$ cat src/rtl/valet_pkg.sv
// valet_pkg: shared sequencer state encoding and sizing limits.
package valet_pkg;
  typedef enum logic [1:0] {SEQ_IDLE, SEQ_RUN, SEQ_GAP, SEQ_FIN} seq_state_t;
  localparam int MAX_PHASES = 16;
endpackage

$ cat src/rtl/phase_sequencer_if.sv
// phase_sequencer_if: command/timer handshake between the sequencer and its environment.
interface phase_sequencer_if #(parameter int NUM_PHASES = 4);
  localparam int PHASE_W = $clog2(NUM_PHASES > 1 ? NUM_PHASES : 2);
  logic start;
  logic abort;
  logic timer_done;
  logic timer_en;
  logic busy;
  logic phase_adv;
  logic seq_done;
  logic seq_abort;
  logic [PHASE_W-1:0] phase;
  modport master (
    output start, abort, timer_done,
    input  timer_en, phase, busy, phase_adv, seq_done, seq_abort
  );
  modport slave (
    input  start, abort, timer_done,
    output timer_en, phase, busy, phase_adv, seq_done, seq_abort
  );
endinterface

$ cat src/rtl/phase_sequencer.sv
// phase_sequencer: runs NUM_PHASES timed phases per start, driving one downstream timer.
module phase_sequencer
  import valet_pkg::*;
#(
  parameter int NUM_PHASES = 4
) (
  input  logic             clk,
  input  logic             rst_n,
  phase_sequencer_if.slave sif
);
  localparam int PHASE_W = $clog2(NUM_PHASES > 1 ? NUM_PHASES : 2);
  localparam logic [PHASE_W-1:0] LAST = PHASE_W'(NUM_PHASES - 1);

  seq_state_t         state_q, state_d;
  logic [PHASE_W-1:0] phase_q, phase_d;
  logic               timer_en_q, timer_en_d;
  logic               busy_q, busy_d;
  logic               phase_adv_q, phase_adv_d;
  logic               seq_done_q, seq_done_d;
  logic               seq_abort_q, seq_abort_d;

  // Outputs are computed for the state being entered so every port is a flop.
  always_comb begin
    state_d     = state_q;
    phase_d     = phase_q;
    timer_en_d  = 1'b0;
    busy_d      = 1'b0;
    phase_adv_d = 1'b0;
    seq_done_d  = 1'b0;
    seq_abort_d = 1'b0;
    if (state_q != SEQ_IDLE && sif.abort) begin
      state_d     = SEQ_IDLE;
      phase_d     = '0;
      seq_abort_d = 1'b1;
    end else begin
      case (state_q)
        SEQ_IDLE: begin
          if (sif.start && !sif.abort) begin
            state_d    = SEQ_RUN;
            phase_d    = '0;
            timer_en_d = 1'b1;
            busy_d     = 1'b1;
          end
        end
        SEQ_RUN: begin
          busy_d      = 1'b1;
          timer_en_d  = !sif.timer_done;
          state_d     = !sif.timer_done ? SEQ_RUN : (phase_q == LAST ? SEQ_FIN : SEQ_GAP);
          seq_done_d  = sif.timer_done && phase_q == LAST;
          phase_adv_d = sif.timer_done && phase_q != LAST;
          phase_d     = phase_adv_d ? phase_q + PHASE_W'(1) : phase_q;
        end
        SEQ_GAP: begin
          state_d    = SEQ_RUN;
          timer_en_d = 1'b1;
          busy_d     = 1'b1;
        end
        default: begin
          state_d = SEQ_IDLE;
          phase_d = '0;
        end
      endcase
    end
  end

  always_ff @(posedge clk or negedge rst_n) begin
    if (!rst_n) begin
      state_q     <= SEQ_IDLE;
      phase_q     <= '0;
      timer_en_q  <= 1'b0;
      busy_q      <= 1'b0;
      phase_adv_q <= 1'b0;
      seq_done_q  <= 1'b0;
      seq_abort_q <= 1'b0;
    end else begin
      state_q     <= state_d;
      phase_q     <= phase_d;
      timer_en_q  <= timer_en_d;
      busy_q      <= busy_d;
      phase_adv_q <= phase_adv_d;
      seq_done_q  <= seq_done_d;
      seq_abort_q <= seq_abort_d;
    end
  end

  assign sif.timer_en  = timer_en_q;
  assign sif.phase     = phase_q;
  assign sif.busy      = busy_q;
  assign sif.phase_adv = phase_adv_q;
  assign sif.seq_done  = seq_done_q;
  assign sif.seq_abort = seq_abort_q;
endmodule

$ cat src/flat_wrapper.sv
// flat-port wrapper written by rule: the top's interface ports become plain ports
module phase_sequencer_flat import valet_pkg::*;
#(
  parameter int NUM_PHASES = 4
)
  (clk, rst_n, sif_start, sif_abort, sif_timer_done, sif_timer_en, sif_phase, sif_busy, sif_phase_adv, sif_seq_done, sif_seq_abort);
  phase_sequencer_if #(.NUM_PHASES(NUM_PHASES)) sif_i ();
  input  logic clk;
  input  logic rst_n;
  input wire logic [$bits(sif_i.start)-1:0] sif_start;
  input wire logic [$bits(sif_i.abort)-1:0] sif_abort;
  input wire logic [$bits(sif_i.timer_done)-1:0] sif_timer_done;
  output wire logic [$bits(sif_i.timer_en)-1:0] sif_timer_en;
  output wire logic [$bits(sif_i.phase)-1:0] sif_phase;
  output wire logic [$bits(sif_i.busy)-1:0] sif_busy;
  output wire logic [$bits(sif_i.phase_adv)-1:0] sif_phase_adv;
  output wire logic [$bits(sif_i.seq_done)-1:0] sif_seq_done;
  output wire logic [$bits(sif_i.seq_abort)-1:0] sif_seq_abort;
  assign sif_i.start = sif_start;
  assign sif_i.abort = sif_abort;
  assign sif_i.timer_done = sif_timer_done;
  assign sif_timer_en = sif_i.timer_en;
  assign sif_phase = sif_i.phase;
  assign sif_busy = sif_i.busy;
  assign sif_phase_adv = sif_i.phase_adv;
  assign sif_seq_done = sif_i.seq_done;
  assign sif_seq_abort = sif_i.seq_abort;
  phase_sequencer #(.NUM_PHASES(NUM_PHASES)) u_core (.clk(clk), .rst_n(rst_n), .sif(sif_i));
endmodule
$ cat config.mk
export PLATFORM = sky130hd
export DESIGN_NAME = phase_sequencer_flat
export DESIGN_NICKNAME = d
export VERILOG_FILES = /design/src/rtl/valet_pkg.sv /design/src/rtl/phase_sequencer_if.sv /design/src/rtl/phase_sequencer.sv /design/src/flat_wrapper.sv
export SDC_FILE = /design/constraint.sdc
export NUM_CORES = 1
export LEC_CHECK = 0
export ABC_AREA = 1
export CAP_MARGIN = 20
export CORE_ASPECT_RATIO = 0.9
export CORE_MARGIN = 2
export CORE_UTILIZATION = 30
export DETAILED_ROUTE_END_ITERATION = 7
export PLACE_DENSITY = 0.52
export SETUP_SLACK_MARGIN = 0.1
export SLEW_MARGIN = 20
export SYNTH_ARGS = -nofsm -noshare
export SYNTH_HDL_FRONTEND = slang
export SYNTH_SLANG_ARGS = --single-unit
export TNS_END_PERCENT = 100
$ cat constraint.sdc
create_clock -name clk -period 1.5 [get_ports clk]
set_input_delay 0.15 -clock clk [delete_from_list [all_inputs] [get_ports clk]]
set_output_delay 0.15 -clock clk [all_outputs]
set_load 0.02 [all_outputs]
======== Yosys cells after proc, flatten, opt, wreduce, memory -nomap -nowiden ========
Index checks and enable logic that the tools add are counted.
storage, ports and cells
  bits in read-only memories .............. 0
  memories ................................ 0
  register bits ........................... 9
  logic and storage cells ................. 44
  bits in latches ......................... 0
  bits in writable memories ............... 0
  output and inout port bits .............. 7
cells by class
  eq/ne operators ......................... 7
  shift-type cells ........................ 0
  divide/modulo/power cells ............... 0
  reduce and logical (&&, ||, !) cells .... 10
  multipliers ............................. 0
  bitwise operators ....................... 0
  order comparisons ....................... 0
  add/sub/neg operators ................... 1
  muxes and demuxes ....................... 19
operators with widths
  cell                 number
  $mux 2               6
  $pmux 2 s3           2
  $mux 1               9
  $ne 3x1->1 const B   2
  $eq 2x2->1 const B   2
  $logic_and 1x1->1    4
  $pmux 1 s3           1
  $reduce_and 3->1     1
  $add 2x1->2 const B  1
  $eq 2x1->1 const B   1
  $logic_not 1->1      2
  $logic_not 2->1      1
  $ne 2x1->1 const B   1
  $ne 2x2->1 const B   1
  $pmux 1 s2           1
  $reduce_bool 2->1    1
  $reduce_or 2->1      1

======== Longest topological paths before layout ========
Gate-level depths: netlist of run 1.
  word-level depth ........................ 5
  gate-level depth with buffers ........... 8

======== Least setup slack after synthesis of run 1 ========
OpenSTA, ideal clock, no wires.
  path type ............................... flip-flop to flip-flop
  start ................................... register u_core.phase_q[0] (netlist: u_core.sif.phase[0])
  end ..................................... register u_core.phase_q[0] (netlist: u_core.sif.phase[0])
  arrival ................................. 1.083 ns
  slack ................................... 0.299 ns
  buffers on the path ..................... 0
  period minus slack after synthesis ...... 1.201 ns
  required time ........................... 1.383 ns
  cell stages (with the launch flop) ...... 8
  library setup time ...................... 0.117 ns
  path through ............................ dfrtp_1 > ha_1 > inv_1 > nand2_1 > nand3_1 > nand2_1 > nand2_1 > nand2_1
between the ends
  longest elaborated chain between the ends .. 4
RTL lines
  element                                             RTL line                                      source
  from (decl)                                         phase_sequencer.sv:15                         logic [PHASE_W-1:0] phase_q, phase_d;
  from (signal assigned)                              phase_sequencer.sv:77                         phase_q <= phase_d;
  $add 2x1->2 / $ne 2x2->1 (equally long branches)    phase_sequencer.sv:51, phase_sequencer.sv:50
  $mux 2 / $logic_and 1x1->1 (equally long branches)  phase_sequencer.sv:51, phase_sequencer.sv:50
  $pmux 2 s3 / $ne 3x1->1 (equally long branches)     n/a
  $mux 2 / $reduce_and 3->1 (equally long branches)   n/a
Several ways; a longest one is shown, not always the timed one. The select of a mux whose other input is x is not followed.
A chain may end at the register's enable or synchronous reset.

======== Worst setup path in the final report of run 1 ========
  start ................................... register u_core.seq_done_q (netlist: u_core.sif.seq_done)
  end ..................................... output sif_seq_done
RTL lines
  element                 RTL line               source
  from (decl)             phase_sequencer.sv:19  logic seq_done_q, seq_done_d;
  from (signal assigned)  phase_sequencer.sv:81  seq_done_q <= seq_done_d;
  to (decl)               flat_wrapper.sv:17     output wire logic [$bits(sif_i.seq_done)-1:0] sif_seq_done;
No word-level cell between the ends.

==> flow_metrics.tcl, run 1 <==
set metrics [dict create \
    status "complete, no violations" \
    fmax_mhz 748 \
    grt_first_pass_wirelength_um 1660 \
    initial_core_util 0.310 \
    area_delta_synth_final_pct 36.0 \
    r2r_start "u_core.state_q[0]$_DFFE_PN0P_" \
    wl_per_cell_um 10.1 \
    clock_latency_ns 0.27 \
    fin_crit_sh 0.891 \
    synth.cells.most_frequent "nand2_1, dfrtp_1" \
    crit_chain "clkdlybuf4s50_1" \
    cp.arrival_ns 1.19 \
    powerDensity_nw_per_um2 2000 \
    cts.sinks 9 \
    clk_pin_slew_worst_paths_ns 0.07 \
    crit_path_end_kind "primary output" \
    finalSetupTns_ns 0 \
    max_slew_margin 0.729 \
    io_pins 12 \
    hold_buffers 0 \
    ys_ff_latch 9 \
    syn_area_per_cell_sq_um 8.85 \
    p_leak_uw 0.000363 \
    maxSlewViolCount 0 \
    stdcell_area_sq_um 686 \
    synth.top_cell.area_share 0.447 \
    critPathTopFamily "buffers and inverters" \
    num_vias 403 \
    setup_viol 0 \
    critPathSlowestCell "clkdlybuf4s50_1" \
    cp.buffers_inverters 1 \
    power_frac_seq 0.289 \
    yosys.cell_types.count 16 \
    postSynthCellCount 57 \
    gr-total-overflow 0 \
    r2r_end "u_core.sif.phase[0]$_DFFE_PN0P_" \
    critical_path_class "reg2out" \
    fp-row-count 14 \
    drt_first_pass_iters 4 \
    fin_skew_ns 0.00487 \
    yosysMostFrequentCell "nand2_1" \
    tightestPinTransition_ns 0.406 \
    regArea_sq_um 225 \
    grt_max_degree 10 \
    p_clk_frac 0.146 \
    combPwrFrac 0.565 \
    port_buffers 11 \
    worstPathRequired_ns 1.35 \
    maxCapViolations 0 \
    cts_made_buffers 3 \
    grt_pass1_vias 389 \
    die_h_um 42.9 \
    grt.total_usage 0.124 \
    yosysTopAreaCell "dfrtp_1" \
    drc_errors 0 \
    die-area_sq_um 2030 \
    ys_warn_count 0 \
    ant_nets 0 \
    dpl.hpwl_um 768 \
    fin_nets 86 \
    switching_power_uw 596 \
    internal_power_uw 773 \
    core-area_sq_um 1630 \
    n_antenna_cell 0 \
    critPathMaxStageDelay_ns 0.59 \
    antenna_found_initial 0 \
    synth-main-ff-cell "dfrtp_1" \
    post_dp_cell_area_sq_um 644 \
    synthArstFlopShare 1.00 \
    drive_gt1_frac 0.149 \
    synth_edf_count 0 \
    seq_area_frac_synth 0.447 \
    gp_congestion 0.778 \
    htreeDepth 1 \
    rsz0062_at_grt "true" \
    yosys-top-cells-area "dfrtp_1, ha_1, nand2_1, nand3_1, inv_1" \
    r2r_cells 8 \
    num-fill-cells 171 \
    cts-root-buf "clkbuf_4" \
    cts_buffer_depth 2 \
    r2r_setup_slack_ns 0.21 \
    swShare 0.435 \
    crit_path_start_kind "flip-flop" \
    fp.dieW_um 47.2 \
    hold_viol 0 \
    tritoncts "built" \
    synthesis.nets 68 \
    hold_class "in2async" \
    drt-initial-drc-count 7 \
    synth_area_sq_um 504 \
    finalNonFillerCells 98 \
    wirelength_um 994 \
    max-vdd-ir-drop_mv 0.824 \
    min_period_ns 1.34 \
    cp_max_fo 1 \
    dp_cells 92 \
    startpoint "u_core.sif.seq_done$_DFF_PN0_" \
    multi_input_area_sq_um 249 \
    viasPerCell 4.11 \
]
[power by group through the flow]
stage               Combinational, uW  Clock [uW]  Sequential (uW)
floorplan                         434           0              476
global placement                  759           0              396
detailed placement                759           0              402
CTS                               747         204              396
global route                      872         221              408
finish                            774         199              396
[kinds of logic (layout without fill, tap and decap cells)]
| family | count (synthesis) | count (layout) | share of synthesized area |
|---|---|---|---|
| adder cells (fa/ha/maj) | 6 | 6 | 0.149 |
| AO/OA/AOI/OAI | 5 | 5 | 0.0819 |
| flip-flops | 9 | 9 | 0.447 |
| AND/OR/NAND/NOR | 29 | 29 | 0.263 |
| buffers and inverters | 8 | 25 | 0.0596 |
[worst max path at each step]
stage / endpoint / cells after the start / slack (ns)
after floorplan: u_core.sif.phase[0]$_DFFE_PN0P_ / 7 / 0.30
after global placement: u_core.sif.phase[1]$_DFFE_PN0P_ / 7 / 0.24
after global routing: u_core.sif.phase[1]$_DFFE_PN0P_ / 8 / 0.08
after detailed placement: u_core.sif.phase[0]$_DFFE_PN0P_ / 8 / 0.21
final: sif_seq_done / 1 / 0.16
after CTS: sif_busy / 1 / 0.12
[flip-flops by register name, indices dropped and copies added (netlist names)]
signal,count
u_core.sif.timer_en,1
u_core.sif.seq_done,1
u_core.sif.phase_adv,1
u_core.sif.phase,2
u_core.state_q,2
u_core.sif.seq_abort,1
u_core.sif.busy,1
[stage by stage]
step	hold WS, ns	utilization	total power (uW)	setup slack, ns
floorplan	-0.146	-	910	0.299
global placement	0.485	0.396	1150	0.236
detailed placement	0.488	0.396	1160	0.214
CTS	0.197	0.410	1350	0.123
global route	0.214	0.421	1500	0.0782
finish	0.171	0.421	1370	0.164
[layer usage]
| metal | vias to the layer above | GRT usage | wire length (um) |
|---|---|---|---|
| met2 | 8 | 0.170 | 441 |
| met3 | 3 | 0.0511 | 41 |
| met5 | - | 0 | 0 |
| li1 | 214 | - | - |
| met4 | 0 | 0.0833 | 25 |
| met1 | 178 | 0.155 | 487 |
[what timing repair did]
action                                  CTS  global route
resized for setup                         2             1
endpoints found under the setup margin    2             3
setup buffers                             0             2
[cell type report]
cell class                 count  share of cell area
timing repair buffer          13               0.182
clock buffer                   4              0.0383
inverter                       8              0.0438
sequential                     9               0.328
multi-input combinational     40               0.363
tap                           24              0.0438
[cell usage in the layout, fill, tap and decap left out]
master	n
ha_1	6
clkbuf_1	1
o21ai_0	1
nor2_2	1
buf_4	2
nand4_1	1
a21oi_4	1
nand2_4	1
dfrtp_1	9
nor3_1	1
clkbuf_4	3
o21ai_1	1
clkdlybuf4s50_1	8
nand3_1	6
nor2_1	6
nand2_1	12
dlymetal6s2s_1	1
inv_2	2
dlygate4sd2_1	2
o21a_1	2
nand2_2	1
inv_1	6
No activity file was read; power rests on OpenSTA's default activity.
==> inputs of run 2 (changes only) <==
CORE_AREA = 2 2 39 41   (was default)
CORE_ASPECT_RATIO = default   (was 0.9)
CORE_MARGIN = default   (was 2)
CORE_UTILIZATION = default   (was 30)
DIE_AREA = 0 0 41 43   (was default)
PLACE_DENSITY = 0.63   (was 0.52)
==> run 2 against run 1 <==
- non-clock buffer count decreased by 1
- critical endpoint is now sif_phase_adv
- combinational power decreased by 0.9%
- via count increased by 0.99%
- total power decreased by 1.8%
==> flow_metrics.tcl, run 2 (same netlist as run 1, synthesis figures left out) <==
set metrics [dict create \
    ant_nets 0 \
    r2r_setup_slack_ns 0.23 \
    grt.total_usage 0.135 \
    crit_chain "clkdlybuf4s50_1" \
    gr-total-overflow 0 \
    max_slew_margin 0.716 \
    stdcell_area_sq_um 669 \
    num-fill-cells 140 \
    met2_usage 0.194 \
    fp-row-count 14 \
    r2r_cells 8 \
    min_period_ns 1.33 \
    gp_congestion 0.787 \
    cts_made_buffers 3 \
    rsz0062_at_grt "false" \
    cp_max_fo 1 \
    drive_gt1_frac 0.137 \
    num_vias 407 \
    antenna_found_initial 0 \
    area_delta_synth_final_pct 32.8 \
    fp.dieW_um 41 \
    die_h_um 43 \
    crit_path_end_kind "primary output" \
    utilization 0.484 \
    grt_max_degree 10 \
    cts-root-buf "clkbuf_4" \
    post_dp_cell_area_sq_um 634 \
    wirelength_um 937 \
    n_antenna_cell 0 \
    fin_crit_sh 0.888 \
    clock_latency_ns 0.27 \
    drc_errors 0 \
    critPathMaxStageDelay_ns 0.59 \
    fmax_mhz 751 \
    fin_nets 85 \
    cts.sinks 9 \
    clk_pin_slew_worst_paths_ns 0.06 \
    top_usage_layer "met2" \
    p_leak_uw 0.000359 \
    cp.buffers_inverters 1 \
    core-area_sq_um 1380 \
    wl_per_cell_um 10.5 \
    io_pins 12 \
    tightestPinTransition_ns 0.425 \
    cp.arrival_ns 1.18 \
    hold_viol 0 \
    dpl.hpwl_um 681 \
    drt-initial-drc-count 5 \
    fin_skew_ns 0.00381 \
    cts_buffer_depth 2 \
    grt_first_pass_wirelength_um 1490 \
    critPathSlowestCell "clkdlybuf4s50_1" \
    grt_pass1_vias 384 \
    hold_class "in2async" \
    maxSlewViolCount 0 \
    r2r_start "u_core.state_q[1]$_DFFE_PN0P_" \
    r2r_end "u_core.state_q[0]$_DFFE_PN0P_" \
    max-vdd-ir-drop_mv 0.631 \
    tritoncts "built" \
    initial_core_util 0.364 \
    setup_viol 0 \
    die-area_sq_um 1760 \
    finalPower_uw 1340 \
    met1_usage 0.144 \
    powerDensity_nw_per_um2 2010 \
    final_cell_mix "nand2_1, clkdlybuf4s50_1, dfrtp_1" \
    maxCapViolations 0 \
    finalSetupTns_ns 0 \
    status "complete, no violations" \
    htreeDepth 1 \
    worstPathRequired_ns 1.35 \
    critical_path_class "reg2out" \
    critPathTopFamily "buffers and inverters" \
    grtUsageMet3 0.0366 \
    viasPerCell 4.57 \
    crit_path_start_kind "flip-flop" \
    layout_commonest_cell "nand2_1" \
    hold_buffers 0 \
    drt_first_pass_iters 4 \
    port_buffers 11 \
]
run 2: cell count changes in the layout (fill, tap and decap cells not counted):
cell / before / now
buf_4: 2 / 1
dlygate4sd2_1: 2 / 1
clkdlybuf4s50_1: 8 / 9
run 2: metal layers:
metal / up-vias / share of wire
met1: 174 / 0.44
li1: 213 / -
met2: 15 / 0.45
met5: - / 0
met4: 0 / 0.052
met3: 5 / 0.058
run 2: cell type report:
type                       instances  area [sq um]  area share
sequential                         9           225       0.336
clock buffer                       4          26.3      0.0393
timing repair buffer              12           119       0.178
inverter                           8          30.0      0.0449
multi-input combinational         40           249       0.372
tap                               16          20.0      0.0299
run 2: repair_timing:
action	CTS	global route
gates cloned	0	0
resized for setup	1	1
pin swaps	0	0
buffers inserted	0	1
endpoints found under the setup margin	1	3
run 2: through the flow:
step	cells	hold WS [ns]	setup slack, ns
2_1_floorplan	57	-0.146	0.299
3_3_place_gp	84	0.485	0.222
3_5_place_dp	84	0.483	0.219
4_1_cts	88	0.204	0.112
5_1_grt	89	0.225	0.100
6_report	89	0.185	0.168
run 2: power by group:
part	switching (uW)	internal, uW	leakage [uW]	total, uW
combinational	439	329	0.000226	767
clock	89.1	103	0.0000150	192
sequential	46.3	339	0.000118	385
total	574	770	0.000359	1340
run 2: worst max-delay path by stage:
stage	from	to	slack, ns	depth (start not counted)
finish	u_core.sif.phase_adv$_DFF_PN0_	sif_phase_adv	0.17	1
detailed placement	u_core.state_q[0]$_DFFE_PN0P_	u_core.sif.phase[1]$_DFFE_PN0P_	0.22	8
CTS	u_core.sif.phase[1]$_DFFE_PN0P_	sif_phase[1]	0.11	1
floorplan	u_core.sif.phase[0]$_DFFE_PN0P_	u_core.sif.phase[0]$_DFFE_PN0P_	0.30	7
global route	u_core.state_q[1]$_DFFE_PN0P_	u_core.state_q[0]$_DFFE_PN0P_	0.10	8
global placement	u_core.state_q[0]$_DFFE_PN0P_	u_core.sif.phase[1]$_DFFE_PN0P_	0.22	8
run 2: worst register-to-register path: cells and delay by family (launching register included):
family / cells / cell delay (ns)
adder cells (fa/ha/maj): 1 / 0.16
buffers and inverters: 3 / 0.25
flip-flops: 1 / 0.40
AND/OR/NAND/NOR: 4 / 0.39
